===== src/rtl/alu_share_arbiter.sv =====
// Round-robin time-sharing of one external combinational alu32 among NREQ requesters.
// Optional performance counters (op_count, stall_count) are enabled by `define ALU_SHARE_ARBITER_PERF_EN.
module alu_share_arbiter #(
  parameter int NREQ  = 4,
  parameter int PTR_W = 2
) (
  input  logic               clk,
  input  logic               rst,
  input  logic [NREQ-1:0]    req_valid,
  output logic [NREQ-1:0]    req_ready,
  input  logic [32*NREQ-1:0] req_a,
  input  logic [32*NREQ-1:0] req_b,
  input  logic [3*NREQ-1:0]  req_op,
  output logic [NREQ-1:0]    rsp_valid,
  input  logic [NREQ-1:0]    rsp_ready,
  output logic [31:0]        rsp_result,
  output logic [3:0]         rsp_flags,
  output logic [31:0]        alu_a,
  output logic [31:0]        alu_b,
  output logic [2:0]         alu_ctrl,
  input  logic [31:0]        alu_result,
  input  logic [3:0]         alu_flags,
`ifdef ALU_SHARE_ARBITER_PERF_EN
  output logic [31:0]        op_count,
  output logic [31:0]        stall_count,
`endif
  output logic               busy
);

  typedef enum logic [1:0] {IDLE, EXEC, RESP} state_t;

  state_t           state_reg;
  logic [PTR_W-1:0] ptr_reg;
  logic [PTR_W-1:0] grant_reg;
  logic [PTR_W-1:0] ptr_next;
  logic [NREQ-1:0]  rsp_valid_reg;
  logic [31:0]      rsp_result_reg;
  logic [3:0]       rsp_flags_reg;
  logic [31:0]      op_a_reg;
  logic [31:0]      op_b_reg;
  logic [2:0]       op_ctrl_reg;

  logic [31:0] lane_a  [NREQ];
  logic [31:0] lane_b  [NREQ];
  logic [2:0]  lane_op [NREQ];

  genvar gi;
  generate
    for (gi = 0; gi < NREQ; gi++) begin : g_lane
      assign lane_a[gi]  = req_a[32*gi +: 32];
      assign lane_b[gi]  = req_b[32*gi +: 32];
      assign lane_op[gi] = req_op[3*gi +: 3];
    end
  endgenerate

  // Walk the lanes from the farthest rotated offset back to ptr so the nearest valid lane wins.
  logic [PTR_W-1:0] pick;
  logic [PTR_W:0]   cand;
  logic             req_any;

  always_comb begin
    pick = ptr_reg;
    cand = '0;
    for (int k = NREQ - 1; k >= 0; k--) begin
      cand = {1'b0, ptr_reg} + (PTR_W+1)'(k);
      if (cand >= (PTR_W+1)'(NREQ)) begin
        cand = cand - (PTR_W+1)'(NREQ);
      end
      if (req_valid[cand[PTR_W-1:0]]) begin
        pick = cand[PTR_W-1:0];
      end
    end
  end

  assign req_any = |req_valid;

  always_comb begin
    req_ready = '0;
    if (!rst && state_reg == IDLE && req_any) begin
      req_ready[pick] = 1'b1;
    end
  end

  assign ptr_next = (grant_reg == PTR_W'(NREQ - 1)) ? '0 : grant_reg + PTR_W'(1);

  always_ff @(posedge clk) begin
    if (rst) begin
      state_reg      <= IDLE;
      ptr_reg        <= '0;
      grant_reg      <= '0;
      rsp_valid_reg  <= '0;
      rsp_result_reg <= '0;
      rsp_flags_reg  <= '0;
      op_a_reg       <= '0;
      op_b_reg       <= '0;
      op_ctrl_reg    <= '0;
    end else begin
      case (state_reg)
        IDLE: begin
          if (req_any) begin
            op_a_reg    <= lane_a[pick];
            op_b_reg    <= lane_b[pick];
            op_ctrl_reg <= lane_op[pick];
            grant_reg   <= pick;
            state_reg   <= EXEC;
          end
        end
        EXEC: begin
          rsp_result_reg           <= alu_result;
          rsp_flags_reg            <= alu_flags;
          rsp_valid_reg[grant_reg] <= 1'b1;
          state_reg                <= RESP;
        end
        RESP: begin
          if (rsp_ready[grant_reg]) begin
            rsp_valid_reg <= '0;
            ptr_reg       <= ptr_next;
            state_reg     <= IDLE;
          end
        end
        default: begin
          state_reg <= IDLE;
        end
      endcase
    end
  end

  // The ALU operand registers double as the alu_* outputs and hold outside EXEC.
  assign alu_a      = op_a_reg;
  assign alu_b      = op_b_reg;
  assign alu_ctrl   = op_ctrl_reg;
  assign rsp_valid  = rsp_valid_reg;
  assign rsp_result = rsp_result_reg;
  assign rsp_flags  = rsp_flags_reg;
  assign busy       = (state_reg != IDLE);

`ifdef ALU_SHARE_ARBITER_PERF_EN
  logic [31:0] op_count_reg;
  logic [31:0] stall_count_reg;

  always_ff @(posedge clk) begin
    if (rst) begin
      op_count_reg    <= '0;
      stall_count_reg <= '0;
    end else if (state_reg == RESP) begin
      if (rsp_ready[grant_reg]) begin
        op_count_reg <= op_count_reg + 32'd1;
      end else begin
        stall_count_reg <= stall_count_reg + 32'd1;
      end
    end
  end

  assign op_count    = op_count_reg;
  assign stall_count = stall_count_reg;
`endif

endmodule


===== config.mk =====
export PLATFORM = sky130hd
export DESIGN_NAME = alu_share_arbiter
export DESIGN_NICKNAME = d
export VERILOG_FILES = /design/src/rtl/alu_share_arbiter.sv
export SDC_FILE = /design/constraint.sdc
export NUM_CORES = 1
export LEC_CHECK = 0
export ABC_AREA = 1
export BUFFER_PORTS_ARGS = -buffer_cell sky130_fd_sc_hd__buf_4
export CORE_AREA = 2 2 164 166
export CTS_CLUSTER_DIAMETER = 50
export DETAILED_ROUTE_END_ITERATION = 12
export DIE_AREA = 0 0 166 168
export HOLD_SLACK_MARGIN = 0.12
export PLACE_DENSITY = 0.61
export SETUP_SLACK_MARGIN = 0.2
export SYNTH_ARGS = -nofsm -noshare
export SYNTH_HDL_FRONTEND = slang
export SYNTH_SLANG_ARGS = --single-unit
export TNS_END_PERCENT = 50

===== constraint.sdc =====
create_clock -name clk -period 2.1 [get_ports clk]
set_clock_uncertainty 0.1 [all_clocks]
set_input_delay 0.525 -clock clk [delete_from_list [all_inputs] [get_ports clk]]
set_output_delay 0.525 -clock clk [all_outputs]
set_load 0.02 [all_outputs]

After elaboration in Yosys (flattened, before gate mapping)
Index checks and enable logic that the tools add are counted. W data, S select, Z words.

Mux-type cells: 38. Bitwise gates (word level): 2. Divide/modulo/power cells: 0. Multipliers: 0. Shifts and indexed selects: 0. Reductions and logical operators: 13. Equality and inequality tests: 5. Add/subtract/negate cells: 8. $lt $le $gt $ge: 13.

Operators with widths (count): $bmux W32 S2 (2); $mux W32 (4); $mux W2 (11); $lt A2 B3 Y1 const B (6); $ge A3 B3 Y1 const B (4); $bmux W1 S2 (5); $mux W4 (2); $pmux W4 S2 (1); $reduce_and A2 Y1 (4); $sub A2 B1 Y2 const B (4); $mux W1 (7); $add A2 B2 Y3 const B (2); $bmux W3 S2 (1); $mux W3 (2); $pmux W2 S3 (1); $demux W1 S2 (2); $eq A2 B2 Y1 const B (2); $ge A2 B1 Y1 const B (2); $logic_and A1 B1 Y1 (4); $ne A2 B2 Y1 const B (2); $or A4 B4 Y4 (1); $reduce_bool A2 Y1 (2); $reduce_or A4 Y1 (1); $add A2 B1 Y3 const B (1); other kinds (6) (6).

RAM bits: 0. Flip-flop bits (word level): 113. Bits in latches: 0. Logic and storage cells: 88. Memories kept: 0. Memory bits (read-only): 0.

Longest topological paths before layout
Gate-level depths: netlist of run 1.

Depth after elaboration: 14. Depth in mapped cells: 19. Mapped depth without buffers: 16.

Worst setup path before layout of run 1
No wires, ideal clock.

Kind: input -> output. From: input port req_valid[1]. To: output port req_ready[0]. Path slack: -0.431 ns. Data arrival time: 1.906 ns. Data required time: 1.475 ns. Cell stages on the path: 10. Cell sequence: inv_1 o21ai_1 nand2_1 nand3_1 nand3_1 nand2_1 nand2_1 buf_4 clkbuf_1 nor3_1.

Longest elaborated chain between the ends: 11. Elaborated cells between the ends (all ways): 20. Classes of those cells: order compare: 2; mux: 15; reduce/logical: 3.

RTL lines: from (decl) (RTL line 9) `input logic [NREQ-1:0] req_valid,`; $bmux W1 S2 (RTL line 69) `if (req_valid[cand[PTR_W-1:0]]) begin`; $mux W1 (implied by the code) (RTL line 69); $mux W2 (4 in a row) (RTL line 69); $lt A2 B3 Y1 (implied by the code) / $ge A2 B1 Y1 (equally long branches) (RTL line 80) `req_ready[pick] = 1'b1;`; $logic_and A1 B1 Y1 (implied by the code) (RTL line 80); $mux W1 (implied by the code) (RTL line 80); $demux W1 S2 (RTL line 80); $mux W4 (*) (RTL line 79) `if (!rst && state_reg == IDLE && req_any) begin`; to (decl) (RTL line 10) `output logic [NREQ-1:0] req_ready,`.

Mark *: on every way between the ends. The rest lies on a longest branch, timed or not. The select of a mux whose other input is x is not followed.

Final worst setup path of run 1
From: register ptr_reg[0]. To: output port req_ready[1].

Longest elaborated chain between the ends: 14. Elaborated cells between the ends (all ways): 33. Classes of those cells: add/sub: 7; order compare: 6; mux: 19; reduce/logical: 1.

RTL lines: from (decl) (RTL line 33) `logic [PTR_W-1:0] ptr_reg;`; from (signal assigned) (RTL line 117) `ptr_reg <= ptr_next;`; $add A2 B2 Y3 (RTL line 65) `cand = {1'b0, ptr_reg} + (PTR_W+1)'(k);`; $ge A3 B3 Y1 / $sub A2 B1 Y2 (equally long branches) (RTL line 66, 67); $mux W2 (RTL line 66) `if (cand >= (PTR_W+1)'(NREQ)) begin`; $bmux W1 S2 (RTL line 69); $mux W1 (implied by the code) (RTL line 69); $mux W2 (3 in a row) (RTL line 69); $mux W2 (*) (RTL line 69); $lt A2 B3 Y1 (implied by the code) / $ge A2 B1 Y1 (equally long branches) (RTL line 80); $logic_and A1 B1 Y1 (implied by the code) (RTL line 80); $mux W1 (implied by the code) (RTL line 80); $demux W1 S2 (*) (RTL line 80); $mux W4 (*) (RTL line 79).

Marked as above.

==> results.json, run 1 <==
{
  "status": "finished with violations",
  "violations": "negative setup slack",
  "setup_viol": 71,
  "nFillCells": 2766,
  "seq_area_um2": 2263,
  "cts_htree_levels": 4,
  "yosysUniqueCellTypes": 21,
  "cts_tree": "done",
  "crit_chain": "buf_6, inv_8, nand2_2, nand2_2, nand2_1, nand2_1, nand2_2, nand2_2, nand2_2, nand2_2, nand2_4, nand2_4, nor2_4, buf_6",
  "drt_iter0_drc": 484,
  "vias": 9012,
  "yosys_warnings": 0,
  "layout_commonest_cell": "nand2_1",
  "yosys-top-cells-area": "dfxtp_1 33%, nand2_1 32%, inv_1 7.7%",
  "synth_top_family_by_area": "simple AND/OR/NAND/NOR gates",
  "clock_path_buffers": 2,
  "grt_pass1_vias": 8550,
  "path_buf_inv": 3,
  "min_period_over_period_pct": 122.1,
  "drv_slew": 0,
  "synth_cells": 1242,
  "period_needed_ns": 2.563,
  "powerDensity_nw_per_um2": 900.5,
  "rsz0062_at_grt": "true",
  "synth-simple-area-share_pct": 48.13,
  "avgSynthCellArea_um2": 5.543,
  "slowest_delay_ns": 0.35,
  "ys_seq_elements": 113,
  "synthMuxAreaShare_pct": 0,
  "synthAdderAreaFrac_pct": 0.7270,
  "routedWlPerCell_um": 15.01,
  "area_delta_synth_final_pct": 76.04,
  "power_switching_mw": 4.115,
  "ios": 426,
  "synth_top_area_cell": "dfxtp_1",
  "syn-cell-area_um2": 6884,
  "cts.sinks": 113,
  "initial_core_util_pct": 26.13,
  "postRouteAntennaNets": 0,
  "drtPass1Iterations": 6,
  "holdBufCountCts": 0,
  "nets": 2008,
  "dieArea_um2": 27890,
  "rows": 60,
  "cts_buffers": 17,
  "max_clock_freq_mhz": 390.1,
  "crit_fanout": 6,
  "pre_cts_slack_ns": -0.3147,
  "p_int_mw": 6.798,
  "place_hpwl_mm": 22.62,
  "worst_pin_slew_ns": 0.4535,
  "viasPerCell": 4.407,
  "clk_pin_slew_ns": 0.06,
  "p_clk_share_pct": 29.4,
  "synth_top_area_share_pct": 32.86,
  "synth_xor_area_share_pct": 0,
  "crit_family": "simple AND/OR/NAND/NOR gates",
  "ys_seq_area_share_pct": 32.86,
  "most-common-layout-cells": "552 x nand2_1, 458 x buf_4, 139 x inv_1, 123 x nor2_1, 112 x dfxtp_1",
  "root_buffer": "clkbuf_16",
  "routed_wl_mm": 30.70,
  "clk_latency_ns": 0.41,
  "ir_drop_uv": 457.1,
  "core-area_um2": 26350,
  "power_frac_comb_pct": 45.6,
  "multi_input_area_um2": 4001,
  "numPortBuffers": 425,
  "grt_max_degree": 46,
  "required_ns": 1.47,
  "crit_top_cell": "nand2_2",
  "worst_setup_path_start_kind": "register",
  "die_w_um": 166,
  "max_cap_viol_count": 0,
  "grt_pass1_wl_mm": 46.91,
  "p_leak_nw": 6.886,
  "power_mw": 10.91,
  "synth_nets": 1560,
  "grtUsageTotal_pct": 21.41,
  "overflow": 0,
  "gp_congestion": 0.8822,
  "remaining_drc_errors": 0,
  "swShare_pct": 37.71,
  "die_h_um": 168,
  "worstSetupPathType": "reg -> out",
  "fin_hold_ws_ns": 0.2521,
  "synth_compound_area_share_pct": 4.744,
  "setup_ws_ns": -0.4632,
  "layout-drive-gt1-share_pct": 35.76,
  "endpoint_kind": "output pin",
  "hold_viol_final": 0,
  "seqPwrFrac_pct": 24.9,
  "min_path_type": "in -> reg",
  "antenna_found_initial": 1,
  "slew-limit-headroom_pct": 69.68,
  "critPathSlowestCell": "dfxtp_2",
  "cp.arrival_ns": 1.94
}
-- stage by stage --
| step | area (um^2) | utilization [%] | instances | TNS [ns] |
|---|---|---|---|---|
| 3_5_place_dp | 10810 | 41.02 | 1990 | -13.13 |
| 4_1_cts | 12070 | 45.80 | 2043 | -19.86 |
| 2_1_floorplan | 6949 | - | 1242 | -0.5842 |
| 5_1_grt | 12120 | 45.99 | 2045 | -33.06 |
| 6_report | 12120 | 45.99 | 2045 | -22.90 |
| 3_3_place_gp | 10810 | 41.02 | 1990 | -13.70 |
-- cell type report --
| type | count | area share (%) |
|---|---|---|
| Clock buffer | 18 | 3.541 |
| Sequential cell | 113 | 18.68 |
| Antenna cell | 1 | 0.02065 |
| Inverter | 145 | 4.656 |
| Clock inverter | 14 | 1.693 |
| Timing Repair Buffer | 500 | 34.88 |
| Multi-Input combinational cell | 913 | 33.02 |
| Tap cell | 341 | 3.521 |
-- power by group through the flow --
| stage | Sequential (mW) | Combinational, mW | Clock (mW) |
|---|---|---|---|
| 5_1_grt | 2.77 | 5.46 | 3.39 |
| 6_report | 2.72 | 4.98 | 3.21 |
| 3_3_place_gp | 2.75 | 4.35 | 0 |
| 3_5_place_dp | 2.76 | 4.36 | 0 |
| 2_1_floorplan | 3.16 | 2.02 | 0 |
| 4_1_cts | 2.72 | 4.99 | 3.30 |
-- kinds of logic after synthesis --
family	after synthesis
DFF	113
adders and majority gates	4
AOI/OAI and AO/OA	64
and+or+nand+nor	844
buffers and inverters	217
-- routing by layer --
layer,routed length (um),track usage (%)
met1,12290,25.01
met2,15270,37.89
met5,0,0
met4,834,7.826
met3,2306,5.407
-- Yosys cell counts (all sizes together) --
master  instances
o22ai           1
ha              4
nor2          140
a32o            1
nor4            1
a21oi           7
nand3         105
buf            37
nand2         595
o21ai          55
clkbuf         35
nor3            3
inv           145
dfxtp         113
-- final timing paths --
kind | start | end | slack, ns | depth (start not counted)
min | rst | state_reg[1] | 0.25 | 2
max | ptr_reg[0] | req_ready[1] | -0.46 | 14
min reg2reg | rsp_valid[1] | rsp_valid[1] | 0.35 | 2
max reg2reg | ptr_reg[0] | alu_b[3] | -0.40 | 20
-- timing repair --
action,in CTS,in global routing
gates cloned,9,0
endpoints found under the setup margin,72,72
resized for setup,82,14
pin swaps,18,12
buffers inserted,12,1
Note: power is estimated with default switching activity, not from simulation.
==> run 2, diff against run 1 <==
--- a/config.mk
+++ b/config.mk
@@ -7,12 +7,12 @@
 export LEC_CHECK = 0
 export ABC_AREA = 1
 export BUFFER_PORTS_ARGS = -buffer_cell sky130_fd_sc_hd__buf_4
-export CORE_AREA = 2 2 164 166
+export CORE_AREA = 2 2 165 167
 export CTS_CLUSTER_DIAMETER = 50
 export DETAILED_ROUTE_END_ITERATION = 12
-export DIE_AREA = 0 0 166 168
+export DIE_AREA = 0 0 167 169
 export HOLD_SLACK_MARGIN = 0.12
-export PLACE_DENSITY = 0.61
+export PLACE_DENSITY = 0.6
 export SETUP_SLACK_MARGIN = 0.2
 export SYNTH_ARGS = -nofsm -noshare
 export SYNTH_HDL_FRONTEND = slang
==> constraint.sdc (replaced) <==
create_clock -name clk -period 2.1 [get_ports clk]
set_clock_uncertainty 0.1 [all_clocks]
set_input_delay 0.525 -clock clk [delete_from_list [all_inputs] [get_ports clk]]
set_output_delay 0.525 -clock clk [all_outputs]
set_load 0.1 [all_outputs]
==> results.json, run 2 (synthesized netlist as in run 1, its figures left out) <==
{
  "status": "finished with violations",
  "violations": "negative setup slack",
  "crit_top_cell": "nand2_2",
  "grtUsageTotal_pct": 21.12,
  "setup_viol": 71,
  "initial_core_util_pct": 25.98,
  "setup_ws_ns": -0.5292,
  "place_hpwl_mm": 21.75,
  "clk_latency_ns": 0.42,
  "holdBufCountCts": 0,
  "ir_drop_uv": 549.6,
  "cts_buffers": 17,
  "drv_slew": 0,
  "grt_max_degree": 54,
  "powerDensity_nw_per_um2": 1065,
  "max_clock_freq_mhz": 380.3,
  "overflow": 0,
  "worst_pin_slew_ns": 0.6340,
  "crit_chain": "buf_12, inv_8, nand2_2, nand2_2, nand2_1, nand2_1, inv_2, nand2_2, nand2_2, nand2_2, nand2_4, nand2_4, nor2_4, buf_12",
  "worstSetupPathType": "reg -> out",
  "max_cap_viol_count": 0,
  "root_buffer": "clkbuf_16",
  "most-common-layout-cells": "570 x nand2_1, 467 x buf_4, 138 x inv_1, 131 x nor2_1, 111 x dfxtp_1",
  "n_antenna_cell": 0,
  "grt_pass1_wl_mm": 46.64,
  "core-area_um2": 26500,
  "numPortBuffers": 425,
  "vias": 9030,
  "clock_path_buffers": 2,
  "drtPass1Iterations": 5,
  "rows": 60,
  "min_path_type": "in -> reg",
  "stdcell_area_um2": 12000,
  "period_needed_ns": 2.629,
  "grt_pass1_vias": 8532,
  "worst_setup_path_start_kind": "register",
  "die_h_um": 169,
  "cts_tree": "done",
  "cp.arrival_ns": 2.00,
  "ios": 426,
  "routed_wl_mm": 30.65,
  "critPathSlowestCell": "dfxtp_2",
  "cts.sinks": 113,
  "slowest_delay_ns": 0.34,
  "dieArea_um2": 28220,
  "antenna_found_initial": 0,
  "min_period_over_period_pct": 125.2,
  "area_delta_synth_final_pct": 74.25,
  "hold_viol_final": 0,
  "remaining_drc_errors": 0,
  "endpoint_kind": "output pin",
  "dpl-instance-area_um2": 10690,
  "required_ns": 1.47,
  "cts_htree_levels": 4,
  "die_w_um": 167,
  "gp_congestion": 0.8241,
  "layout-drive-gt1-share_pct": 34.43,
  "viasPerCell": 4.420,
  "nFillCells": 2806,
  "postRouteAntennaNets": 0,
  "instances_no_fill": 2043,
  "slew-limit-headroom_pct": 57.73,
  "clk_pin_slew_ns": 0.06,
  "post-place-cells": 1983,
  "layout_commonest_cell": "nand2_1",
  "nets": 2008,
  "p_leak_nw": 6.845,
  "rsz0062_at_grt": "true",
  "crit_fanout": 9,
  "drt_iter0_drc": 418,
  "routedWlPerCell_um": 15.00
}
==> run 2: path summary, 6_finish.rpt <==
check	from	cells past startpoint	end	slack (ns)
min	rst	2	state_reg[1]	0.27
max reg2reg	ptr_reg[0]	22	alu_a[23]	-0.32
max	ptr_reg[0]	14	req_ready[3]	-0.53
min reg2reg	alu_b[26]	2	alu_b[26]	0.35
==> run 2: through the flow <==
| step | power (mW) | setup slack (ns) | hold WS [ns] | TNS, ns | utilization, % |
|---|---|---|---|---|---|
| 6_report | 12.77 | -0.5292 | 0.2663 | -15.81 | 45.26 |
| 5_1_grt | 13.48 | -0.6586 | 0.2623 | -26.71 | 45.26 |
| 4_1_cts | 12.72 | -0.5332 | 0.2459 | -9.222 | 44.38 |
| 3_5_place_dp | 9.190 | -0.4714 | 0.3399 | -18.82 | 40.32 |
| 3_3_place_gp | 9.165 | -0.4381 | 0.3369 | -16.92 | 40.32 |
| 2_1_floorplan | 7.350 | -0.7594 | 0.4368 | -2.700 | - |
==> run 2: repair_timing <==
action,4_1_cts,5_1_grt
gates resized for setup,47,31
pin swaps,8,25
endpoints found under the setup margin,71,73
setup buffers,8,9
gates cloned,9,3
==> run 2: report_power, final <==
part / switching [mW] / internal (mW) / total [mW]
Clock: 1.15 / 1.74 / 2.89
Sequential: 0.200 / 2.51 / 2.71
Combinational: 4.86 / 2.30 / 7.16
==> run 2: metal layers <==
layer	GRT usage [%]	vias up	part of all wire [%]
met4	7.721	0	2.4
met1	24.92	4035	41
met5	0	-	0
met3	5.004	38	7.1
li1	-	4624	-
met2	37.29	333	50
==> run 2: layout make-up <==
class	count	area [um^2]	area share (%)
Tap cell	341	426.7	3.557
Clock buffer	18	429.2	3.578
Sequential cell	113	2265	18.88
Timing Repair Buffer	501	4285	35.73
Inverter	145	560.5	4.673
Clock inverter	13	140.1	1.168
Multi-Input combinational cell	912	3889	32.42
==> run 2: critical path, delay by kind of cell, from the launching register on <==
family        cells  cell delay (ns)
simple gates     10             0.85
buf+inv           4             0.40
flops             1             0.34
==> run 3, diff against run 2 <==
--- a/config.mk
+++ b/config.mk
@@ -5,14 +5,13 @@
 export SDC_FILE = /design/constraint.sdc
 export NUM_CORES = 1
 export LEC_CHECK = 0
-export ABC_AREA = 1
 export BUFFER_PORTS_ARGS = -buffer_cell sky130_fd_sc_hd__buf_4
-export CORE_AREA = 2 2 165 167
+export CORE_AREA = 2 2 164 166
 export CTS_CLUSTER_DIAMETER = 50
 export DETAILED_ROUTE_END_ITERATION = 12
-export DIE_AREA = 0 0 167 169
+export DIE_AREA = 0 0 166 168
 export HOLD_SLACK_MARGIN = 0.12
-export PLACE_DENSITY = 0.6
+export PLACE_DENSITY = 0.54
 export SETUP_SLACK_MARGIN = 0.2
 export SYNTH_ARGS = -nofsm -noshare
 export SYNTH_HDL_FRONTEND = slang
==> results.json, run 3 <==
{
  "vias": 6510,
  "grt.met3_usage_pct": 4.372,
  "instances_no_fill": 1413,
  "synth_cells": 613,
  "rrSetupSlack_ns": -0.18,
  "hold_viol_final": 0,
  "yosys-top-cells-area": "dfxtp_1 42%, mux2i_1 13%, a32oi_1 11%",
  "rsz0062_at_grt": "true",
  "remaining_drc_errors": 0,
  "place_hpwl_mm": 18.11,
  "routed_wl_mm": 24.97,
  "cts_tree": "done",
  "cp.arrival_ns": 1.97,
  "p_leak_nw": 4.473,
  "final_core_util_pct": 39.10,
  "critPathSlowestCell": "or3_4",
  "r2r_cells": 10,
  "post-place-cells": 1365,
  "ir_drop_uv": 569.6,
  "synthMostInstantiatedCell": "nand2_1",
  "grtUsageTotal_pct": 17.25,
  "ios": 426,
  "synth-simple-area-share_pct": 13.78,
  "yosysUniqueCellTypes": 37,
  "die_h_um": 168,
  "violations": "negative setup slack",
  "required_ns": 1.47,
  "cts_htree_levels": 4,
  "min_period_over_period_pct": 123.7,
  "clk_latency_ns": 0.41,
  "synthMuxAreaShare_pct": 12.98,
  "setup_viol": 65,
  "crit_chain": "or2_4, or3_4, buf_4, a21oi_4, buf_12",
  "ys.flop_type": "dfxtp_1",
  "avgSynthCellArea_um2": 8.840,
  "endpoint_kind": "output pin",
  "n_antenna_cell": 0,
  "min_from": "req_a[53]",
  "routedWlPerCell_um": 17.67,
  "overflow": 0,
  "drv_slew": 0,
  "clock_path_buffers": 2,
  "swShare_pct": 43.43,
  "ys_seq_elements": 113,
  "antenna_found_initial": 0,
  "seqPwrFrac_pct": 27.4,
  "synth_compound_area_share_pct": 25.33,
  "synth_top_area_share_pct": 41.75,
  "drt_iter0_drc": 279,
  "area_delta_synth_final_pct": 90.12,
  "worst_pin_slew_ns": 0.4808,
  "layout_commonest_cell": "buf_4",
  "holdPathEnd": "alu_a[21]",
  "worstSetupPathType": "reg -> out",
  "worstReg2RegStart": "state_reg[0]",
  "nets": 1377,
  "synth_top_family_by_area": "compound AO/OA/AOI/OAI gates",
  "drtPass1Iterations": 4,
  "p_clk_share_pct": 31.9,
  "grtUsageMet2_pct": 30.06,
  "gr-usage-met1_pct": 21.11,
  "numPortBuffers": 425,
  "yosys_warnings": 0,
  "die_w_um": 166,
  "synth_common_cells": "143 x nand2_1, 113 x dfxtp_1, 68 x mux2i_1",
  "power_frac_comb_pct": 40.7,
  "syn-cell-area_um2": 5419,
  "max_clock_freq_mhz": 385.1,
  "rr_endpoint": "alu_b[9]",
  "synth_top_area_cell": "dfxtp_1",
  "power_switching_mw": 4.046,
  "worst_setup_path_start_kind": "register",
  "synth_nets": 931,
  "synth_xor_area_share_pct": 0,
  "rows": 60,
  "ys_seq_area_share_pct": 41.75,
  "viasPerCell": 4.607,
  "min_path_cells": 3,
  "grt_busiest_layer": "met2",
  "min_path_type": "in -> reg",
  "core-area_um2": 26350,
  "clk_pin_slew_ns": 0.07,
  "synthAdderAreaFrac_pct": 0.9236,
  "async_flop_share_pct": 0,
  "crit_fanout": 3,
  "initial_core_util_pct": 20.57,
  "dieArea_um2": 27890,
  "layout-drive-gt1-share_pct": 49.91,
  "p_int_mw": 5.271,
  "powerDensity_nw_per_um2": 904.3,
  "grt_pass1_vias": 6600,
  "grt_max_degree": 44,
  "cts.sinks": 113,
  "cts_buffers": 17,
  "postRouteAntennaNets": 0,
  "setup_ws_ns": -0.4970,
  "pre_cts_slack_ns": -0.3421,
  "max_cap_viol_count": 0,
  "root_buffer": "clkbuf_16",
  "gp_congestion": 0.7756,
  "grt_pass1_wl_mm": 37.76,
  "slowest_delay_ns": 0.41,
  "slew-limit-headroom_pct": 67.95,
  "period_needed_ns": 2.597,
  "status": "finished with violations",
  "synth_edf_count": 0,
  "most-common-layout-cells": "452 x buf_4, 143 x nand2_1, 111 x dfxtp_1, 68 x mux2i_1"
}
[run 3: timing repair]
action | 4_1_cts | 5_1_grt
hold buffers | 0 | 0
gates resized for setup | 26 | 3
pin swaps | 2 | 0
endpoints found under the setup margin | 72 | 72
buffers inserted | 5 | 4
cloned | 7 | 0
[run 3: power by group through the flow]
stage	clock, mW	sequential, mW	combinational [mW]
2_1_floorplan	0	4.36	0.724
5_1_grt	3.15	2.59	3.96
4_1_cts	3.07	2.55	3.81
3_5_place_dp	0	2.60	3.70
3_3_place_gp	0	2.60	3.69
6_report	2.97	2.56	3.79
[run 3: area by class of cell]
type / count / area (um^2)
fill: 2694 / 16050
timing repair buffer: 484 / 4059
multi-input combinational: 436 / 2934
sequential: 113 / 2265
tap: 341 / 426.7
clock buffer: 17 / 425.4
clock inverter: 15 / 162.7
inverter: 7 / 30.03
[run 3: worst max path at each step]
stage                             from      endpoint
final                     state_reg[0]  req_ready[1]
after global routing      state_reg[1]  req_ready[3]
after CTS                 state_reg[0]  req_ready[3]
after detailed placement  req_valid[0]  req_ready[3]
after global placement    req_valid[0]  req_ready[3]
after floorplan           req_valid[0]  req_ready[2]
[run 3: logic make-up after synthesis]
logic type | Yosys count
muxes | 69
buffers and inverters | 64
AOI/OAI and AO/OA | 186
DFF | 113
adders and majority gates | 4
and+or+nand+nor | 177
[run 3: stage by stage]
| stage | setup TNS [ns] | hold WS [ns] | power [mW] | area (um^2) |
|---|---|---|---|---|
| floorplan | -1.695 | 0.3801 | 5.083 | 5535 |
| global placement | -14.20 | 0.3430 | 6.289 | 9330 |
| detailed placement | -15.00 | 0.3483 | 6.295 | 9330 |
| CTS | -6.069 | 0.1911 | 9.439 | 10250 |
| global route | -15.36 | 0.2020 | 9.693 | 10300 |
| finish | -10.27 | 0.2140 | 9.317 | 10300 |
[run 3: critical path, delay by kind of cell (launching register included)]
family / cells / cell delay (ns)
compound gates: 1 / 0.21
buf+inv: 2 / 0.37
flops: 1 / 0.32
simple gates: 2 / 0.65
[run 3: layer usage]
metal	up-vias	wire [um]
li1	3179	-
met1	3053	10600
met2	259	12440
met3	19	1663
met4	0	263
met5	-	0
